[src/rtl/pc_gen.sv]
// Fetch program-counter generator: boot/run/halt sequencing, trap and jump
// redirects with alignment check, and a running count of accepted fetches.
//
// state   | meaning
// --------+--------------------------------------------------------------
// BOOT    | first cycle after reset, no request issued yet
// RUN     | issuing fetch requests at pc
// HALTED  | fetch stopped (halt or rejected target); only a trap resumes
module pc_gen #(
    parameter int              XLEN         = 32,
    parameter logic [XLEN-1:0] RESET_VECTOR = 32'h8000_0000,
    parameter int              CNT_W        = 32
) (
    input  logic             clk,
    input  logic             rst,
    input  logic             stall,
    input  logic             jump_valid,
    input  logic [XLEN-1:0]  jump_pc,
    input  logic             trap_valid,
    input  logic [XLEN-1:0]  trap_pc,
    input  logic             halt,
    output logic             req_valid,
    input  logic             req_ready,
    output logic [XLEN-1:0]  pc,
    output logic             mis_valid,
    output logic [XLEN-1:0]  mis_addr,
    output logic [CNT_W-1:0] fetch_cnt
);

    typedef enum logic [1:0] {
        ST_BOOT   = 2'd0,
        ST_RUN    = 2'd1,
        ST_HALTED = 2'd2
    } state_t;

    localparam logic [XLEN-1:0]  PC_STEP = XLEN'(4);
    localparam logic [CNT_W-1:0] CNT_ONE = CNT_W'(1);

    state_t          state;
    logic            accept;
    logic            redir;
    logic            redir_mis;
    logic [XLEN-1:0] redir_tgt;

    assign req_valid = (state == ST_RUN);

    // Trap wins in every state; a jump only counts while running.
    always_comb begin
        accept    = req_valid & req_ready;
        redir     = trap_valid | (jump_valid & (state == ST_RUN));
        redir_tgt = trap_valid ? trap_pc : jump_pc;
        redir_mis = redir & (redir_tgt[1:0] != 2'b00);
    end

    always_ff @(posedge clk or posedge rst) begin
        if (rst) begin
            state     <= ST_BOOT;
            pc        <= RESET_VECTOR;
            mis_valid <= 1'b0;
            mis_addr  <= '0;
            fetch_cnt <= '0;
        end else begin
            mis_valid <= 1'b0;
            // An accepted request is counted even if it is squashed below.
            if (accept) begin
                fetch_cnt <= fetch_cnt + CNT_ONE;
            end
            if (redir) begin
                if (redir_mis) begin
                    mis_valid <= 1'b1;
                    mis_addr  <= redir_tgt;
                    state     <= ST_HALTED;
                end else begin
                    pc    <= redir_tgt;
                    state <= ST_RUN;
                end
            end else begin
                case (state)
                    ST_BOOT: begin
                        state <= ST_RUN;
                    end
                    ST_RUN: begin
                        if (halt) begin
                            state <= ST_HALTED;
                        end else if (!stall && accept) begin
                            pc <= pc + PC_STEP;
                        end
                    end
                    ST_HALTED: begin
                        state <= ST_HALTED;
                    end
                    default: begin
                        state <= ST_BOOT;
                    end
                endcase
            end
        end
    end

endmodule

[config.mk]
export PLATFORM = sky130hd
export DESIGN_NAME = pc_gen
export DESIGN_NICKNAME = d
export VERILOG_FILES = /design/src/rtl/pc_gen.sv
export SDC_FILE = /design/constraint.sdc
export NUM_CORES = 1
export LEC_CHECK = 0
export ABC_AREA = 1
export ABC_CLOCK_PERIOD_IN_PS = 3310
export BUFFER_PORTS_ARGS = -buffer_cell sky130_fd_sc_hd__buf_2
export CAP_MARGIN = 0
export CORE_MARGIN = 3
export CORE_UTILIZATION = 40
export CTS_BUF_LIST = sky130_fd_sc_hd__clkbuf_2
export CTS_CLUSTER_DIAMETER = 120
export DETAILED_ROUTE_END_ITERATION = 12
export SYNTH_ARGS = -nofsm -noshare
export SYNTH_HDL_FRONTEND = slang
export SYNTH_SLANG_ARGS = --single-unit
[constraint.sdc]
create_clock -name clk -period 3.31 [get_ports clk]
set_clock_uncertainty 0.15 [all_clocks]
set_input_delay 0.331 -clock clk [delete_from_list [all_inputs] [get_ports clk]]
set_output_delay 0.331 -clock clk [all_outputs]
set_load 0.03 [all_outputs]
## Yosys cells after proc, flatten, opt, wreduce, memory -nomap -nowiden

Cells that the tools add are included.

- Bits in registers: 99
- Input bits: 71
- Output and inout bits: 98
- Logic and storage cells: 36

- Add/subtract/negate cells: 2
- Equal/unequal tests: 5
- Mux-type cells: 12
- Bitwise gates (word level): 4
- Reduce and logical (&&, ||, !) cells: 8

Operators with widths:

| cell | count |
|---|---|
| 32-bit 2-to-1 mux | 6 |
| 32-bit by 1-bit adder with 32-bit output (second input constant) | 1 |
| 32-bit by 3-bit adder with 32-bit output (second input constant) | 1 |
| 2-bit 2-to-1 mux | 3 |
| 2-bit one-hot mux with 3 select lines | 1 |
| 2-bit nonzero test | 3 |
| 4-bit AND reduction | 1 |
| 1-bit AND | 3 |
| 3-bit by 2-bit inequality test with 1-bit output (second input constant) | 1 |
| 2-bit by 1-bit == test with 1-bit output (second input constant) | 1 |
| 2-bit == test (second input constant) | 1 |
| 2-bit logical NOT | 1 |
| 1-bit 2-to-1 mux | 2 |
| 2-bit by 1-bit inequality test with 1-bit output (second input constant) | 1 |
| 2-bit inequality test (second input constant) | 1 |
| 2-bit AND reduction | 1 |
| 1-bit logical AND | 1 |
| 1-bit logical NOT | 1 |
| 1-bit OR | 1 |

## Depth between registers and ports, before layout

- Word-level depth: 7
- Gate-level depth with buffers: 12
- Mapped depth without buffers: 11

## Least setup slack after synthesis

OpenSTA, ideal clock, no wires.

- Path kind: flip-flop to flip-flop
- Start: register state[1]
- End: register mis_addr[14]
- Library setup time: 0.125 ns
- Arrival: 1.817 ns
- Data required time: 3.035 ns
- Slack: 1.218 ns
- Stages on the path, launching flop included: 12
- Buffers on the path: 2
- Clock period less this slack: 2.092 ns
- Cell sequence: dfrtp_1 inv_1 ha_1 nand2_2 nand2_4 inv_2 nor2_4 inv_2 buf_6 buf_2 nand2_1 o21ai_1

- Longest elaborated chain between the ends: 5

RTL lines:

| what | RTL line | source |
|---|---|---|
| start, declared | 39 | `state_t state;` |
| start signal, assigned | 57 | `state <= ST_BOOT;` |
| start signal, assigned | 72 | `state <= ST_HALTED;` |
| start signal, assigned | 75 | `state <= ST_RUN;` |
| 2-bit by 1-bit == test with 1-bit output * | -- |  |
| named net req_valid | 22 | `output logic req_valid,` |
| 1-bit AND * | 50 | `redir = trap_valid \| (jump_valid & (state == ST_RUN));` |
| 1-bit OR * | 50 |  |
| 1-bit AND | 52 | `redir_mis = redir & (redir_tgt[1:0] != 2'b00);` |
| 2-bit AND reduction (no source line) * | -- |  |
| end signal, assigned | 71 | `mis_addr <= redir_tgt;` |
| end, declared | 26 | `output logic [XLEN-1:0] mis_addr,` |

Mark *: on every way through the listed nets, which the timed path passes. The rest lies on a longest branch.
A chain may end at the register's enable or synchronous reset.

## Worst setup path in the final report

- Start: register state[0]
- End: register mis_addr[2]

- Longest elaborated chain between the ends: 5

RTL lines:

| what | RTL line |
|---|---|
| 2-bit by 1-bit == test with 1-bit output * | 50 |
| 1-bit AND * | 50 |
| 1-bit OR * | 50 |
| 1-bit AND | 52 |
| 2-bit AND reduction (no source line) * | -- |

Every way passes the cells marked *; elsewhere a longest branch is shown, timed or not.

==> key figures <==
Yosys
  – Post-synthesis instance area: 5690 um^2
  – Post-synthesis compound-gate area fraction: ~8%
  – Yosys warnings: 0
  – Top_reg_cell synth: dfrtp_1
  – Adder-Cell Fraction of Synth Area: less than 1%
  – Most common cell in the netlist: nand2_1
  – Area contributors post-synth: dfrtp_1 (43%), nand2_1 (17%), nor2_1 (7.7%)
  – #FFs+latches synth: slightly below 100
  – Post-synth EDFFs: 0
  – Cells after Synth: about 790
  – Simple-Gate Fraction of Synth Area: around 36%
  – XOR/XNOR Fraction of Synth Area: about 3.7%
  – Yosys top cell area share: between 40 and 50%
  – Yosys cell types: 36
  – Post-synth net total: 863
  – Async S/R FF share, synth: 100%
  – Area leader, netlist: dfrtp_1
  – Main combinational cell family by area after synthesis: simple AND/OR/NAND/NOR gates
  – Register area share after synthesis: a little over two fifths
  – Mux share of post-synthesis cell area: 1.06%
  – Synth Area per Inst: just over 7 um^2
  – Synth cell count leaders: nand2_1 (261), nor2_1 (116), dfrtp_1 (98), inv_1 (61), nand3_1 (57)

Power and ir drop
  – Net Sw Power: 1.85 mW
  – Clk pwr share: about an eighth
  – Comb pwr share: about 43%
  – Pwr dens: about 530 nW/um^2
  – Pint: 2.11 mW
  – Peak VDD IR: 338 uV
  – Switching fraction of total power: 46.7%
  – Total leakage power: between 3 and 4 nW
  – Flop pwr share: between 40% and 50%

STA
  – Setup tns final: 0 ns
  – Hold Vio Cnt, Final: 0
  – Tmin final: 3.00 ns
  – Final period util: roughly nine tenths
  – Setup-failing EPs final: 0
  – Unrepaired setup endpoints after global routing: no
  – WHS: between 0.04 and 0.05 ns
  – Slew @ Worst Pin: about 0.67 ns
  – Max Slew Vio Count: 0
  – Slew headroom: between 50% and 60%
  – F_max: ~330 MHz

Routing
  – Antenna Nets Post-Route: 0
  – Vias per cell: roughly 5
  – DR DRC count: 0
  – WL final: 16,800 um
  – Vias: 5,868
  – Wirelength per Cell: about 14 um
  – Pre-antenna DRT Iters: 5
  – Iter 0 DRT Violations: approximately 300

Hold path
  – Worst min path class: in2reg

Die
  – I/O pin count: between 150 and 200
  – Initial Util: a little over two fifths
  – Die Y-Extent: roughly 130 um
  – Core Area: around 14,000 um^2
  – Die width: between 100 and 150 um
  – Die area: between 15,000 and 20,000 um^2
  – Row Count: 42

CTS
  – Clk pin slew, worst setup/hold paths: 0.24 ns
  – Cts bufs inserted: 9
  – Clock tree buffer depth: 2
  – Postcts setup bufs: 0
  – CTS sink count: 99
  – CTS tree: built
  – Number of H-tree levels: 3
  – Clock root cell: clkbuf_2
  – Clock latency on the worst-skew pair: between 0.6 and 0.7 ns

Setup path
  – Worst reg2reg setup slack: about 0.31 ns
  – Crit-path max cell delay: ~0.55 ns
  – Critical-path cell list: ha_1 -> nand2_2 -> nand2_4 -> inv_2 -> nor2_4 -> inv_2 -> nand2_1 -> o21ai_1 -> dlygate4sd3_1
  – Startpoint Class: flip-flop
  – CP top delay family: buffers and inverters
  – Crit path to: mis_addr[2]
  – Reg-to-reg critical path endpoint: mis_addr[2]
  – Crit path top cell by count: inv_2
  – Setup CP Type: reg2reg
  – Crit path DAT: approximately 3.4 ns
  – CP Max Fanout: 29
  – Crit end category: flip-flop
  – Buf/Inv on CP: 3
  – Worst r2r src: state[0]
  – Stages on the worst setup path: 9
  – CP Data Required Time: 3.73 ns
  – Slowest stage cell, crit path: dlygate4sd3_1
  – Reg2reg path depth: 9
  – Crit path from: state[0]

Global routing
  – Initial antenna violation count: 0
  – Global-route wire length before repair: roughly 28,000 um
  – GRT overflow: 0
  – Largest net degree at the start of global routing: 54
  – Total Routing Usage GR: a little over a fifth
  – Vias in the first global route: approximately 5,600

Finish
  – Fillers: roughly 1,300
  – Ratio of cells with drive above 1 in the final layout: about a fifth
  – Register area: about 2500 um^2
  – Area Overhead vs Synth: 30.9%
  – Area of the multi-input gates: 2830 um^2
  – # diodes: 0
  – Final nets: between 1,000 and 1,500

Status
  – Status: finished, final reports clean

Placement
  – Final Wtd Congestion: ~0.84
  – Post-DP HPWL: between 10,000 and 15,000 um
  – Port Buffers: approximately 170

Run
  – Max-cap violations: 0
## registers in the layout (all words and copies together), names as in the netlist
register and flops:
pc 32, fetch_cnt 32, mis_valid 1, mis_addr 32, state 2
## cells by family (layout without fill, tap and decap cells)
logic type / after synthesis / count (layout)
AO/OA/AOI/OAI: 80 / 80
buffers and inverters: 88 / 324
AND/OR/NAND/NOR: 487 / 487
XOR/XNOR: 24 / 24
flip-flops: 99 / 99
multiplexers: 6 / 6
adder cells (fa/ha/maj): 4 / 4
## worst register-to-register path, cell delays in order (launching register included)
cell and delay (ns):
dfrtp_1 0.44, ha_1 0.25, nand2_2 0.36, nand2_4 0.26
inv_2 0.32, nor2_4 0.08, inv_2 0.37, nand2_1 0.11
o21ai_1 0.09, dlygate4sd3_1 0.55
## power by group through the flow
stage               clock network, mW  logic [mW]  registers (mW)
finish                          0.489        1.71            1.76
global route                    0.566        1.89            1.81
CTS                             0.515        1.72            1.75
detailed placement                  0        1.62            1.78
global placement                    0        1.61            1.78
floorplan                           0       0.660            2.20
## timing repair
| action | CTS | global route |
|---|---|---|
| endpoints found under the hold margin | 121 | 0 |
| gates resized for setup | 0 | 0 |
| hold buffers | 70 | 0 |
## layer usage
layer	track usage (%)	share of wire, %
met1	29.4	45
met2	35.2	47
met3	5.59	6.6
met4	5.87	1.5
met5	0	0
## cell usage in the layout, fill, tap and decap left out, drive strengths merged, types with 18 or more instances in the layout
cell type	synthesis	routed
nor3	18	18
dlygate4sd3	0	70
nor2	119	119
o21ai	33	33
nand3	57	57
nand2	270	270
buf	13	172
inv	66	66
dfrtp	98	98
a21oi	25	25
## stage by stage
step | power [mW] | std cells | utilization, % | worst slack, ns | area [um^2]
floorplan | 2.86 | 788 | - | 0.240 | 5690
detailed placement | 3.40 | 1114 | 49.2 | 0.616 | 6670
CTS | 3.99 | 1200 | 54.9 | 0.304 | 7450
global route | 4.26 | 1200 | 54.9 | 0.0363 | 7450
global placement | 3.39 | 1114 | 49.2 | 0.754 | 6670
finish | 3.96 | 1200 | 54.9 | 0.307 | 7450
## area by class of cell
cell class / count / area share [%]
sequential: 99 / 33.3
clock inverter: 5 / 0.269
inverter: 66 / 3.43
tap: 176 / 2.96
multi-input combinational: 601 / 38.1
timing repair buffer: 242 / 21.3
clock buffer: 11 / 0.739
## how the worst min path moves through the flow
stage	from	to	slack [ns]	cells after the start
after detailed placement	pc[0]	pc[0]	0.30	2
after global placement	mis_addr[1]	mis_addr[1]	0.30	2
after global routing	jump_pc[23]	mis_addr[23]	0.01	4
after CTS	jump_pc[23]	mis_addr[23]	0.0009	4
after floorplan	trap_pc[31]	mis_addr[31]	0.36	2
final	trap_pc[18]	pc[18]	0.05	7
(Power assumes the default switching activity.)
